### src/rtl/btn_write_strobe_if.sv
// btn_write_strobe_if: raw switch inputs and conditioned write-strobe outputs
interface btn_write_strobe_if;
    logic       btn_raw;
    logic [1:0] sel_raw;
    logic [7:0] data_raw;
    logic       wr_en;
    logic [1:0] wr_sel;
    logic [7:0] wr_data;
    logic       btn_level;
    logic       busy;
    logic [7:0] press_count;
    modport master (
        input  btn_raw, sel_raw, data_raw,
        output wr_en, wr_sel, wr_data, btn_level, busy, press_count
    );
    modport slave (
        output btn_raw, sel_raw, data_raw,
        input  wr_en, wr_sel, wr_data, btn_level, busy, press_count
    );
endinterface

### src/rtl/btn_write_strobe.sv
// btn_write_strobe: synchronise and debounce a push-button, emit one write strobe per press
module btn_write_strobe #(
    parameter int DEBOUNCE_CYCLES = 1000000,
    parameter int CNT_W = 20
) (
    input logic                clk,
    input logic                rst_n,
    btn_write_strobe_if.master bus
);
    typedef enum logic [1:0] {IDLE, PRESS_WAIT, PRESSED, RELEASE_WAIT} state_t;
    localparam logic [CNT_W-1:0] LAST = CNT_W'(DEBOUNCE_CYCLES - 1);
    state_t           state;
    logic [CNT_W-1:0] cnt;
    logic             btn_m, btn_s;
    logic [1:0]       sel_m, sel_s;
    logic [7:0]       data_m, data_s;
    assign bus.busy      = state != IDLE;
    assign bus.btn_level = state == PRESSED || state == RELEASE_WAIT;
    // two-flop synchronisers for every raw input
    always_ff @(posedge clk or negedge rst_n) begin
        if (!rst_n) begin
            {btn_m, btn_s}   <= '0;
            {sel_m, sel_s}   <= '0;
            {data_m, data_s} <= '0;
        end else begin
            {btn_m, btn_s}   <= {bus.btn_raw, btn_m};
            {sel_m, sel_s}   <= {bus.sel_raw, sel_m};
            {data_m, data_s} <= {bus.data_raw, data_m};
        end
    end
    // debounce FSM; strobe and capture happen on the edge the press is confirmed
    always_ff @(posedge clk or negedge rst_n) begin
        if (!rst_n) begin
            state           <= IDLE;
            cnt             <= '0;
            bus.wr_en       <= 1'b0;
            bus.wr_sel      <= '0;
            bus.wr_data     <= '0;
            bus.press_count <= '0;
        end else begin
            bus.wr_en <= 1'b0;
            case (state)
                IDLE: begin
                    state <= btn_s ? PRESS_WAIT : IDLE;
                    cnt   <= btn_s ? CNT_W'(1) : '0;
                end
                PRESS_WAIT: begin
                    if (!btn_s) begin
                        state <= IDLE;
                        cnt   <= '0;
                    end else if (cnt == LAST) begin
                        state           <= PRESSED;
                        cnt             <= '0;
                        bus.wr_en       <= 1'b1;
                        bus.wr_sel      <= sel_s;
                        bus.wr_data     <= data_s;
                        bus.press_count <= bus.press_count + 8'd1;
                    end else begin
                        cnt <= cnt + CNT_W'(1);
                    end
                end
                PRESSED: begin
                    if (!btn_s) begin
                        state <= RELEASE_WAIT;
                        cnt   <= CNT_W'(1);
                    end
                end
                RELEASE_WAIT: begin
                    if (btn_s) begin
                        state <= PRESSED;
                        cnt   <= '0;
                    end else if (cnt == LAST) begin
                        state <= IDLE;
                        cnt   <= '0;
                    end else begin
                        cnt <= cnt + CNT_W'(1);
                    end
                end
                default: begin
                    state <= IDLE;
                    cnt   <= '0;
                end
            endcase
        end
    end
endmodule

### src/flat_wrapper.sv
// flat-port wrapper written by rule: the top's interface ports become plain ports
module btn_write_strobe_flat 
#(
    parameter int DEBOUNCE_CYCLES = 1000000,
    parameter int CNT_W = 20
)
  (clk, rst_n, bus_btn_raw, bus_sel_raw, bus_data_raw, bus_wr_en, bus_wr_sel, bus_wr_data, bus_btn_level, bus_busy, bus_press_count);
  btn_write_strobe_if bus_i ();
  input logic clk;
  input logic rst_n;
  input wire logic [$bits(bus_i.btn_raw)-1:0] bus_btn_raw;
  input wire logic [$bits(bus_i.sel_raw)-1:0] bus_sel_raw;
  input wire logic [$bits(bus_i.data_raw)-1:0] bus_data_raw;
  output wire logic [$bits(bus_i.wr_en)-1:0] bus_wr_en;
  output wire logic [$bits(bus_i.wr_sel)-1:0] bus_wr_sel;
  output wire logic [$bits(bus_i.wr_data)-1:0] bus_wr_data;
  output wire logic [$bits(bus_i.btn_level)-1:0] bus_btn_level;
  output wire logic [$bits(bus_i.busy)-1:0] bus_busy;
  output wire logic [$bits(bus_i.press_count)-1:0] bus_press_count;
  assign bus_i.btn_raw = bus_btn_raw;
  assign bus_i.sel_raw = bus_sel_raw;
  assign bus_i.data_raw = bus_data_raw;
  assign bus_wr_en = bus_i.wr_en;
  assign bus_wr_sel = bus_i.wr_sel;
  assign bus_wr_data = bus_i.wr_data;
  assign bus_btn_level = bus_i.btn_level;
  assign bus_busy = bus_i.busy;
  assign bus_press_count = bus_i.press_count;
  btn_write_strobe #(.DEBOUNCE_CYCLES(DEBOUNCE_CYCLES), .CNT_W(CNT_W)) u_core (.clk(clk), .rst_n(rst_n), .bus(bus_i));
endmodule
### config.mk
export PLATFORM = sky130hd
export DESIGN_NAME = btn_write_strobe_flat
export DESIGN_NICKNAME = d
export VERILOG_FILES = /design/src/rtl/btn_write_strobe_if.sv /design/src/rtl/btn_write_strobe.sv /design/src/flat_wrapper.sv
export SDC_FILE = /design/constraint.sdc
export NUM_CORES = 1
export LEC_CHECK = 0
export BUFFER_PORTS_ARGS = -buffer_cell sky130_fd_sc_hd__buf_4
export CORE_MARGIN = 2
export CORE_UTILIZATION = 30
export CTS_CLUSTER_SIZE = 10
export DETAILED_ROUTE_END_ITERATION = 12
export HOLD_SLACK_MARGIN = 0.08
export SLEW_MARGIN = 25
export SYNTH_ARGS = -nofsm -noshare
export SYNTH_HDL_FRONTEND = slang
export SYNTH_SLANG_ARGS = --single-unit
### constraint.sdc
create_clock -name clk -period 4.59 [get_ports clk]
set_input_delay 0.6885 -clock clk [delete_from_list [all_inputs] [get_ports clk]]
set_output_delay 0.6885 -clock clk [all_outputs]
set_load 0.05 [all_outputs]
=== Yosys cells after proc, flatten, opt, wreduce, memory -nomap -nowiden ===
Cells that the tools add are included.

* Memories: 0
* Logic and storage cells: 42
* Bits in latches: 0
* Bits in writable memories: 0
* Register bits after elaboration: 63
* Bits in read-only memories: 0
* Output and inout bits: 21

* Equality and inequality tests: 7
* Mux-type cells: 16
* Add/subtract/negate cells: 2
* Shift operators: 0
* Reduce and logical (&&, ||, !) cells: 5
* Multipliers: 0
* Div/mod/pow operators: 0
* Order comparisons: 0
* Bitwise logic cells: 0

{| class="wikitable"
|+ Operators with widths
! operator !! number
|-
| $mux W20 || 4
|-
| $pmux W20 S4 || 1
|-
| $add A20 B1 Y20 const B || 1
|-
| $eq A20 B20 Y1 const B || 1
|-
| $mux W2 || 5
|-
| $add A8 B1 Y8 const B || 1
|-
| $pmux W2 S4 || 1
|-
| $reduce_and A3 Y1 || 2
|-
| $mux W1 || 5
|-
| $eq A2 B2 Y1 const B || 2
|-
| $ne A3 B2 Y1 const B || 1
|-
| $ne A3 B3 Y1 const B || 1
|-
| $eq A2 B1 Y1 const B || 1
|-
| $logic_not A2 Y1 || 1
|-
| $ne A2 B2 Y1 const B || 1
|-
| $reduce_bool A2 Y1 || 1
|-
| $logic_or A1 B1 Y1 || 1
|}

=== Logic depth before layout (Yosys ltp) ===
Gate-level depths: netlist of the first run.

* Depth in word-level cells: 4
* Gate-level depth with buffers: 8

=== Worst setup path after synthesis of the first run ===
OpenSTA, ideal clock, no wires.

* Path type: flip-flop to flip-flop
* Start: register u_core.cnt[8]
* End: register u_core.bus.press_count[3]
* Library setup time: 0.143 ns
* Stages on the path, launching flop included: 7
* Period minus slack after synthesis: 1.918 ns
* Arrival time: 1.775 ns
* Path slack: 2.672 ns
* Cell sequence: dfrtp_1 > or4b_4 > nor4_4 > and3_1 > buf_4 > nand4_1 > xnor2_1

* Word-level cells in the longest chain between the ends: 2

{| class="wikitable"
|+ Ends and longest elaborated chain
! item !! line !! RTL
|-
| start: declaration || btn_write_strobe.sv:13 || <nowiki>logic [CNT_W-1:0] cnt;</nowiki>
|-
| start signal: assignment || btn_write_strobe.sv:45 || <nowiki>cnt <= btn_s ? CNT_W'(1) : '0;</nowiki>
|-
| start signal: assignment || btn_write_strobe.sv:59 || <nowiki>cnt <= cnt + CNT_W'(1);</nowiki>
|-
| start signal: assignment || btn_write_strobe.sv:76 || <nowiki>cnt <= cnt + CNT_W'(1);</nowiki>
|-
| $eq A20 B20 Y1 || btn_write_strobe.sv:51 || <nowiki>end else if (cnt == LAST) begin</nowiki>
|-
| $reduce_and A3 Y1 (no source line) || n/a ||
|-
| end signal: assignment || btn_write_strobe.sv:57 || <nowiki>bus.press_count <= bus.press_count + 8'd1;</nowiki>
|-
| end: declaration || btn_write_strobe_if.sv:14 || <nowiki>output wr_en, wr_sel, wr_data, btn_level, busy, press_count</nowiki>
|}

Every way passes these cells.
A chain may end at the register's enable or synchronous reset.

=== Worst setup path in the final report of the first run ===
* Start: register u_core.cnt[0]
* End: register u_core.bus.press_count[3]

The elaborated chain is that of the path after synthesis.

==> results of run 1 <==
-- registers in the layout (all words and copies together), names as in the netlist, named ones only --
signal	cells
u_core.btn_m	1
u_core.btn_s	1
u_core.bus.press_count	8
u_core.bus.wr_data	8
u_core.bus.wr_en	1
u_core.bus.wr_sel	2
u_core.cnt	20
u_core.data_m	8
u_core.data_s	8
u_core.sel_m	2
u_core.sel_s	2
u_core.state	1
-- cells in the mapped netlist --
cell type / n / area share (%)
nand2_1: 49 / 7.1
a21oi_2: 1 / 0.34
a32o_1: 1 / 0.39
and3b_1: 1 / 0.34
mux2i_1: 1 / 0.39
nand3b_1: 2 / 0.58
buf_4: 2 / 0.58
ha_1: 2 / 0.97
nor3_1: 6 / 1.2
o211a_1: 1 / 0.39
a21o_1: 6 / 1.7
or2_2: 3 / 0.73
buf_2: 2 / 0.39
or4b_4: 1 / 0.53
nor2_2: 1 / 0.24
xor2_1: 3 / 1.0
or3_1: 5 / 1.2
nor4_1: 2 / 0.49
nor3b_1: 1 / 0.29
dfrtp_1: 63 / 61
nor4_4: 1 / 0.83
mux2_1: 1 / 0.44
and4_1: 3 / 1.0
o22ai_1: 1 / 0.24
inv_1: 8 / 1.2
nor2_1: 9 / 1.3
o31ai_1: 1 / 0.29
clkbuf_1: 3 / 0.44
o21ai_0: 15 / 2.9
a21oi_1: 11 / 2.1
a31oi_1: 3 / 0.73
nand4_1: 10 / 2.4
or4_1: 1 / 0.29
xnor2_1: 7 / 2.4
and3_1: 2 / 0.49
and2_1: 2 / 0.49
nand4b_1: 1 / 0.34
nand3_1: 7 / 1.4
nand2b_1: 1 / 0.24
nand3_2: 1 / 0.39
-- final timing paths --
| kind | from | end | slack (ns) |
|---|---|---|---|
| worst max-delay path | u_core.cnt[0] | u_core.bus.press_count[3] | 2.24 |
| worst min-delay path | u_core.sel_m[1] | u_core.sel_s[1] | 0.34 |
| worst max register to register | u_core.cnt[0] | u_core.bus.press_count[3] | 2.24 |
| worst min register to register | u_core.sel_m[1] | u_core.sel_s[1] | 0.34 |
| max in group asynchronous | rst_n | u_core.cnt[15] | 3.68 |
| min in group asynchronous | rst_n | u_core.bus.wr_data[4] | 0.43 |
-- critical path: stages (launching register included) --
cell and delay [ns]:
dfrtp_1 0.41, ha_1 0.20, nand3_1 0.27, nor4_4 0.48, and3_1 0.55, nand4_1 0.18, xnor2_1 0.15
-- per-stage QoR --
stage | area, um^2 | utilization [%] | hold slack [ns] | power [uW]
4_1_cts | 3100 | 37.5 | 0.345 | 1040
3_5_place_dp | 2920 | 35.4 | 0.335 | 617
2_1_floorplan | 2580 | - | 0.331 | 593
5_1_grt | 3100 | 37.5 | 0.348 | 1070
6_report | 3100 | 37.5 | 0.340 | 1020
3_3_place_gp | 2920 | 35.4 | 0.333 | 616
-- final cells by class --
type | instances | area (um^2)
repair buffers | 33 | 248
well taps | 105 | 131
flip-flops and latches | 63 | 1580
inverters | 8 | 30.0
clock inverters | 5 | 33.8
fillers | 802 | 5160
clock buffers | 11 | 141
multi-input cells | 163 | 935
-- placed cells by master, fill, tap and decap left out, types with 2 or more instances in the layout --
master	instances
dfrtp_1	63
nand2_1	49
buf_4	33
o21ai_0	15
a21oi_1	11
nand4_1	10
clkbuf_8	10
nor2_1	9
inv_1	8
nand3_1	7
xnor2_1	7
nor3_1	6
a21o_1	6
or3_1	5
or2_2	3
and4_1	3
xor2_1	3
a31oi_1	3
and3_1	2
nand3b_1	2
nor4_1	2
and2_1	2
ha_1	2
clkinv_2	2
clkinvlp_4	2
-- report_power, final --
part / internal [uW] / switching, uW / total (uW) / leakage (uW)
clock: 209 / 210 / 420 / 0.0000853
sequential: 566 / 4.93 / 571 / 0.000825
combinational: 12.2 / 21.9 / 34.1 / 0.000557
-- kinds of logic after synthesis --
logic type      after synthesis  share of synthesized area [%]
fa+ha+maj                     2                          0.971
mux                           2                          0.825
xor+xnor                     10                           3.40
compound gates               40                           9.17
flops                        63                           61.2
simple gates                109                           21.9
buf+inv                      15                           2.57
-- routing by layer --
layer	GRT usage, %	vias to the layer above	share of wire, %
met3	3.90	9	3.7
met2	15.9	29	45
met1	15.5	878	50
met4	4.88	0	1.7
met5	0	-	0
li1	-	912	-
==> out/metrics.csv, run 1 <==
stage,metric,value,unit
clock_network,Sink Count,63,
critical_path,worst reg2reg path depth,6,
finish,final non-filler cell total,388,
sta,clk_skew,0.00927,ns
critical_path,CP Launch Type,flop,
finish,n_diodes,0,
clock_network,# resized after CTS,0,
die,chip height,96.7,um
synth,Syn Nets,256,
sta,RSZ-0062 raised after global routing,false,
placed_design,placed insts,372,
finish,layout cell share with drive strength beyond 1,19.8,%
clock_network,CTS buffer count,9,
die,row cnt,33,
critical_path,critical path data required time,4.82,ns
synth,Mapped Area,0.00258,mm^2
die,IO Pins,34,
run,Max-cap violations,0,
critical_path,CP Class,reg2reg,
sta,Worst-Margin Slew,0.831,ns
die,Die Footprint,0.00935,mm^2
critical_path,Critical Path AT,2.57,ns
run_status,outcome,finished clean,
placed_design,# port buffers,33,
critical_path,kind of end point of the critical path,flop,
placed_design,DP Worst Slack,2.24,ns
sta,fmax,0.426,GHz
global_routing,global-route wire length before repair,8.43,mm
placed_design,final RePlAce weighted congestion,0.737,
detailed_routing,Iteration-0 DRC Markers,114,
global_routing,largest net degree at the start of global routing,64,
finish,fin nets,293,
sta,final setup vio count,0,
worst_hold_path,worst hold path stage count,0,
synth,#FFs+latches synth,63,
sta,Final Hold Vio Count,0,
die,CORE AREA,0.00826,mm^2
detailed_routing,DR pass1 iterations,4,
synth,"Seq/Total Area, Yosys",61.2,%
synth,post-synth cell types,40,
clock_network,Clock transition at path regs,0.07,ns
detailed_routing,DR WL/cell,12.8,um
global_routing,initial antenna violation count,0,
power,Power per Cell Area,331,mW/mm^2
sta,max-slew violations,0,
detailed_routing,drc violations,0,
worst_hold_path,worst hold path type,reg2reg,
clock_network,H-tree depth,3,
clock_network,CTS tree,yes,
sta,final period utilization,51.1,%
detailed_routing,drt total wl,4.97,mm
detailed_routing,antenna-violating nets left,0,
detailed_routing,Vias/cell,4.71,
sta,slew margin rel.,44.6,%
power,maximum VDD drop,202,uV
synth,syn_area_per_cell,10.7,um^2
global_routing,GR Overflow Total,0,
clock_network,clock buffer depth,2,
global_routing,GRT Total Usage,11.2,%
clock_network,Post-CTS Hold Fix Bufs,0,
placed_design,Final HPWL DP,3.29,mm
power,Pleak,0.00147,uW
finish,area delta synth->final,20.1,%
sta,final setup TNS,0,ns
sta,fin worst setup slack,2.24,ns
synth,Syn Inst Count,241,
die,starting density of the core,31.2,%
die,chip width,96.7,um
sta,fin crit period,2.35,ns
global_routing,vias in the first global route,1709,
clock_network,Post-CTS Setup Bufs,0,
detailed_routing,vias,1828,
clock_network,Skew-Pair Late Insertion Delay,0.34,ns
critical_path,CP max FO,15,
synth,Synth warnings,0,
clock_network,Root Buffer,clkbuf_8,
Note: power is estimated with default switching activity, not from simulation.
==> run 2, diff against run 1 <==
- clock period: 4.59 -> 2.1 ns (I/O delays scaled with it)
==> run 2 against run 1 <==
- power grew 130%
- die area is the same
- sequential power grew 120%
- design area grew 8.8%
- sequential share of layout area shrank 4.1 points
- final cell count grew 7.2%
==> out/metrics.csv, run 2 (synthesis gave the netlist of run 1 again) <==
stage,metric,value,unit
run_status,outcome,finished clean,
clock_network,clock buffer depth,2,
sta,final setup TNS,0,ns
clock_network,CTS buffer count,9,
critical_path,CP Launch Type,flop,
placed_design,# port buffers,33,
critical_path,CP Class,reg2reg,
die,Die Footprint,0.00935,mm^2
sta,RSZ-0062 raised after global routing,false,
finish,fillers,819,
finish,area of the multi-input gates,945,um^2
finish,fin nets,321,
critical_path,CP Capture Point,u_core.cnt[8],
critical_path,CP max FO,10,
die,CORE AREA,0.00826,mm^2
sta,Worst-Margin Slew,0.755,ns
finish,n_diodes,0,
critical_path,critical path data required time,2.33,ns
sta,clk_skew,0.00931,ns
global_routing,global-route wire length before repair,9.07,mm
finish,final non-filler cell total,416,
finish,"commonest cells after routing, fill and taps aside","dfrtp_1, nand2_1, buf_4",
finish,sequential cell area,0.00158,mm^2
die,chip width,96.7,um
run,Max-cap violations,0,
sta,fmax,0.506,GHz
sta,fin crit period,1.98,ns
critical_path,R2R Setup Slk,0.12,ns
detailed_routing,DR WL/cell,12.8,um
finish,layout cell share with drive strength beyond 1,23.8,%
sta,Final Hold Vio Count,0,
sta,final setup vio count,0,
die,row cnt,33,
power,Pleak,0.00161,uW
placed_design,placed cell area,0.00303,mm^2
clock_network,Root Buffer,clkbuf_8,
sta,max-slew violations,0,
placed_design,Final HPWL DP,3.54,mm
detailed_routing,Vias/cell,4.75,
critical_path,kind of end point of the critical path,flop,
placed_design,placed insts,386,
sta,fin worst setup slack,0.125,ns
detailed_routing,DR pass1 iterations,4,
clock_network,H-tree depth,3,
detailed_routing,Iteration-0 DRC Markers,114,
finish,Largest Register,u_core.cnt,
clock_network,Sink Count,63,
finish,area delta synth->final,30.7,%
global_routing,initial antenna violation count,0,
critical_path,r2r startpoint,u_core.cnt[8],
finish,"most common cell after layout, fill and taps aside",dfrtp_1,
detailed_routing,drt total wl,5.32,mm
placed_design,final RePlAce weighted congestion,0.770,
die,IO Pins,34,
critical_path,crit path from,u_core.cnt[8],
clock_network,Clock transition at path regs,0.07,ns
global_routing,largest net degree at the start of global routing,64,
finish,fin area,0.00337,mm^2
global_routing,GR Overflow Total,0,
die,starting density of the core,31.2,%
sta,slew margin rel.,49.6,%
clock_network,Skew-Pair Late Insertion Delay,0.34,ns
worst_hold_path,worst hold path type,reg2reg,
critical_path,FF-to-FF End,u_core.cnt[8],
critical_path,Critical Path AT,2.21,ns
detailed_routing,drc violations,0,
power,maximum VDD drop,348,uV
sta,final period utilization,94.1,%
finish,max reg flops,20,
detailed_routing,vias,1975,
placed_design,DP Worst Slack,0.0998,ns
critical_path,worst reg2reg path depth,6,
power,Power per Cell Area,710,mW/mm^2
global_routing,vias in the first global route,1873,
global_routing,GRT Total Usage,12.2,%
detailed_routing,antenna-violating nets left,0,
die,chip height,96.7,um
clock_network,CTS tree,yes,
-- run 2: final cells by class --
cell class              count  area share [%]
well taps                 105            3.90
multi-input cells         163            28.0
clock buffers              10            3.79
repair buffers             61            14.5
clock inverters             6            2.08
flip-flops and latches     63            46.8
inverters                   8           0.892
-- run 2: power by group --
group | total (uW) | switching, uW | internal [uW]
Combinational | 100 | 54.4 | 45.7
Sequential | 1250 | 8.83 | 1240
Clock | 1050 | 490 | 556
Total | 2390 | 553 | 1840
-- run 2: metal layers --
metal / wire length [um] / GRT usage [%] / share of wire, %
met5: 0 / 0 / 0
met4: 75 / 4.66 / 1.4
met3: 234 / 4.48 / 4.4
met2: 2580 / 19.2 / 48
met1: 2430 / 15.3 / 46
-- run 2: worst min-delay path by stage --
stage / slack (ns) / to / startpoint / cells past startpoint
2_1_floorplan: 0.02 / async pin / rst_n / 0
3_3_place_gp: 0.33 / u_core.data_s[5] / u_core.data_m[5] / 0
3_5_place_dp: 0.33 / u_core.data_s[4] / u_core.data_m[4] / 0
4_1_cts: 0.35 / u_core.data_s[4] / u_core.data_m[4] / 0
5_1_grt: 0.36 / u_core.data_s[5] / u_core.data_m[5] / 0
6_report: 0.35 / u_core.data_s[4] / u_core.data_m[4] / 0
-- run 2: worst max-delay path, stage by stage, from the launching register on --
cell	delay, ns
dfrtp_1	0.38
or4b_4	0.56
nor4_4	0.18
buf_4	0.19
a21o_2	0.23
o21ai_0	0.13
a21o_1	0.20
-- run 2: repair_timing --
item	in CTS	in global routing
buffers inserted	0	2
endpoints found under the setup margin	0	10
gates resized for setup	0	3
endpoints found under the hold margin	51	0
hold buffers	12	0
-- run 2: metrics by stage --
stage | hold slack (ns) | total power (uW) | util, %
2_1_floorplan | 0.0194 | 1300 | -
3_3_place_gp | 0.333 | 1350 | 36.6
3_5_place_dp | 0.335 | 1350 | 36.6
4_1_cts | 0.352 | 2420 | 40.5
5_1_grt | 0.358 | 2500 | 40.8
6_report | 0.350 | 2390 | 40.8
==> run 3, diff against run 2 <==
- CORE_ASPECT_RATIO: default -> 1.75
- REMOVE_ABC_BUFFERS: default -> 1
==> run 3 against run 2 <==
- sequential cell count did not move
- setup slack got worse by 0.012 ns
- die area rose by 0.31%
- sequential power barely moved
- first-iteration DRC count rose by 4.4%
- via count rose by 1.5%
- clock power rose by 47%
- worst hold slack got worse by 0.29 ns
- sequential share of layout area fell by 1.2 points
- clock-buffer cell count rose by 2
- largest cell class unchanged
- largest power group is now the clock network
==> out/metrics.csv, run 3 (synthesis gave the netlist of run 1 again) <==
stage,metric,value,unit
die,row cnt,44,
placed_design,placed cell area,0.00305,mm^2
die,Die Footprint,0.00938,mm^2
sta,clk_skew,0.00497,ns
detailed_routing,antenna-violating nets left,0,
power,Power per Cell Area,837,mW/mm^2
power,maximum VDD drop,393,uV
clock_network,H-tree depth,3,
global_routing,vias in the first global route,1994,
critical_path,Critical Path AT,2.20,ns
sta,Final Hold Vio Count,0,
run_status,outcome,finished clean,
critical_path,CP max FO,6,
placed_design,final RePlAce weighted congestion,0.792,
sta,Worst-Margin Slew,0.785,ns
placed_design,# port buffers,33,
power,Logic pwr share,3.5,%
detailed_routing,drt total wl,5.72,mm
finish,area delta synth->final,34.2,%
finish,"most common cell after layout, fill and taps aside",dfrtp_1,
sta,final period utilization,94.6,%
sta,final setup vio count,0,
critical_path,CP Class,reg2reg,
sta,slew margin rel.,47.7,%
power,switching power,574,uW
critical_path,CP Launch Type,flop,
die,starting density of the core,31.0,%
finish,layout cell share with drive strength beyond 1,22.5,%
detailed_routing,vias,2004,
die,CORE AREA,0.00831,mm^2
sta,fin worst setup slack,0.113,ns
finish,n_diodes,0,
power,Pleak,0.00165,uW
clock_network,Root Buffer,clkbuf_16,
sta,fmax,0.503,GHz
clock_network,Clock transition at path regs,0.05,ns
placed_design,placed insts,396,
die,chip height,127,um
global_routing,initial antenna violation count,0,
detailed_routing,Vias/cell,4.75,
global_routing,GR Overflow Total,0,
power,sequential power share,43.2,%
detailed_routing,DR pass1 iterations,4,
sta,fin crit period,1.99,ns
detailed_routing,DR WL/cell,13.6,um
global_routing,GRT Total Usage,14.0,%
finish,max reg flops,20,
global_routing,global-route wire length before repair,9.70,mm
clock_network,Skew-Pair Late Insertion Delay,0.33,ns
detailed_routing,drc violations,0,
clock_network,CTS tree,yes,
sta,RSZ-0062 raised after global routing,false,
critical_path,critical path data required time,2.32,ns
critical_path,kind of end point of the critical path,flop,
placed_design,Final HPWL DP,3.84,mm
clock_network,CTS buffer count,9,
clock_network,clock buffer depth,2,
power,Int Pwr,2320,uW
finish,fin area,0.00346,mm^2
placed_design,DP Worst Slack,0.0945,ns
die,IO Pins,34,
detailed_routing,Iteration-0 DRC Markers,119,
finish,Largest Register,u_core.cnt,
sta,max-slew violations,0,
sta,final setup TNS,0,ns
clock_network,Sink Count,63,
run,Max-cap violations,0,
power,sw frac,19.8,%
power,clock network power share,53.3,%
global_routing,largest net degree at the start of global routing,64,
finish,"commonest cells after routing, fill and taps aside","dfrtp_1, nand2_1, buf_4",
finish,final non-filler cell total,422,
finish,fin nets,317,
worst_hold_path,worst hold path type,in2async,
die,chip width,74.1,um
==> run 3: changes by cell type in the layout (fill, tap and decap cells not counted), sizes merged <==
cell,change
buf,-2
clkbuf,+2
clkinv,-2
dlygate4sd3,-2
bufinv,+1
inv,-1
==> run 3: per-layer routing <==
metal | global-route usage (%) | share of wire (%) | up-vias
li1 | - | - | 953
met1 | 14.8 | 37 | 964
met2 | 22.3 | 53 | 65
met3 | 4.53 | 4.7 | 22
met4 | 10.5 | 5.2 | 0
met5 | 0 | 0 | -
==> run 3: final timing paths <==
| check | start | endpoint | slack [ns] | cells after the start |
|---|---|---|---|---|
| worst max-delay path | u_core.cnt[8] | u_core.bus.press_count[4] | 0.11 | 5 |
| worst min-delay path | rst_n | u_core.data_m[6] | 0.06 | 1 |
| worst max register to register | u_core.cnt[8] | u_core.bus.press_count[4] | 0.11 | 5 |
| worst min register to register | u_core.sel_m[0] | u_core.sel_s[0] | 0.34 | 0 |
| max in group asynchronous | rst_n | u_core.cnt[15] | 1.52 | 1 |
| min in group clk | bus_sel_raw[0] | u_core.sel_m[0] | 0.09 | 1 |
==> run 3: critical path: stages, from the launching register on <==
cell     delay [ns]
dfrtp_1        0.38
or4b_4         0.56
nor4_4         0.28
and3_1         0.34
nand4_1        0.16
xnor2_1        0.16
==> run 3: timing repair <==
| item | in CTS | in global routing |
|---|---|---|
| endpoints found under the setup margin | 0 | 4 |
| setup buffers | 0 | 0 |
| hold buffers | 7 | 3 |
| resized for setup | 0 | 1 |
| endpoints found under the hold margin | 7 | 3 |
==> run 3: area by class of cell <==
cell class	count	area, um^2
fillers	793	4850
repair buffers	57	465
flip-flops and latches	63	1580
well taps	115	144
multi-input cells	163	936
clock inverters	4	70.1
inverters	8	30.0
clock buffers	12	236
==> run 3: power by group through the flow <==
stage / Clock [uW] / Combinational, uW / Sequential, uW
finish: 1540 / 100 / 1250
global placement: 0 / 85.6 / 1270
detailed placement: 0 / 87.0 / 1270
floorplan: 0 / 27.1 / 1270
global route: 1650 / 114 / 1250
CTS: 1570 / 97.8 / 1250
==> run 3: per-stage QoR <==
| step | util, % | hold WS (ns) | power, uW |
|---|---|---|---|
| 2_1_floorplan | - | 0.0194 | 1300 |
| 3_3_place_gp | 36.7 | 0.334 | 1360 |
| 3_5_place_dp | 36.7 | 0.335 | 1360 |
| 4_1_cts | 41.2 | 0.0802 | 2920 |
| 5_1_grt | 41.6 | 0.0815 | 3010 |
| 6_report | 41.6 | 0.0613 | 2890 |
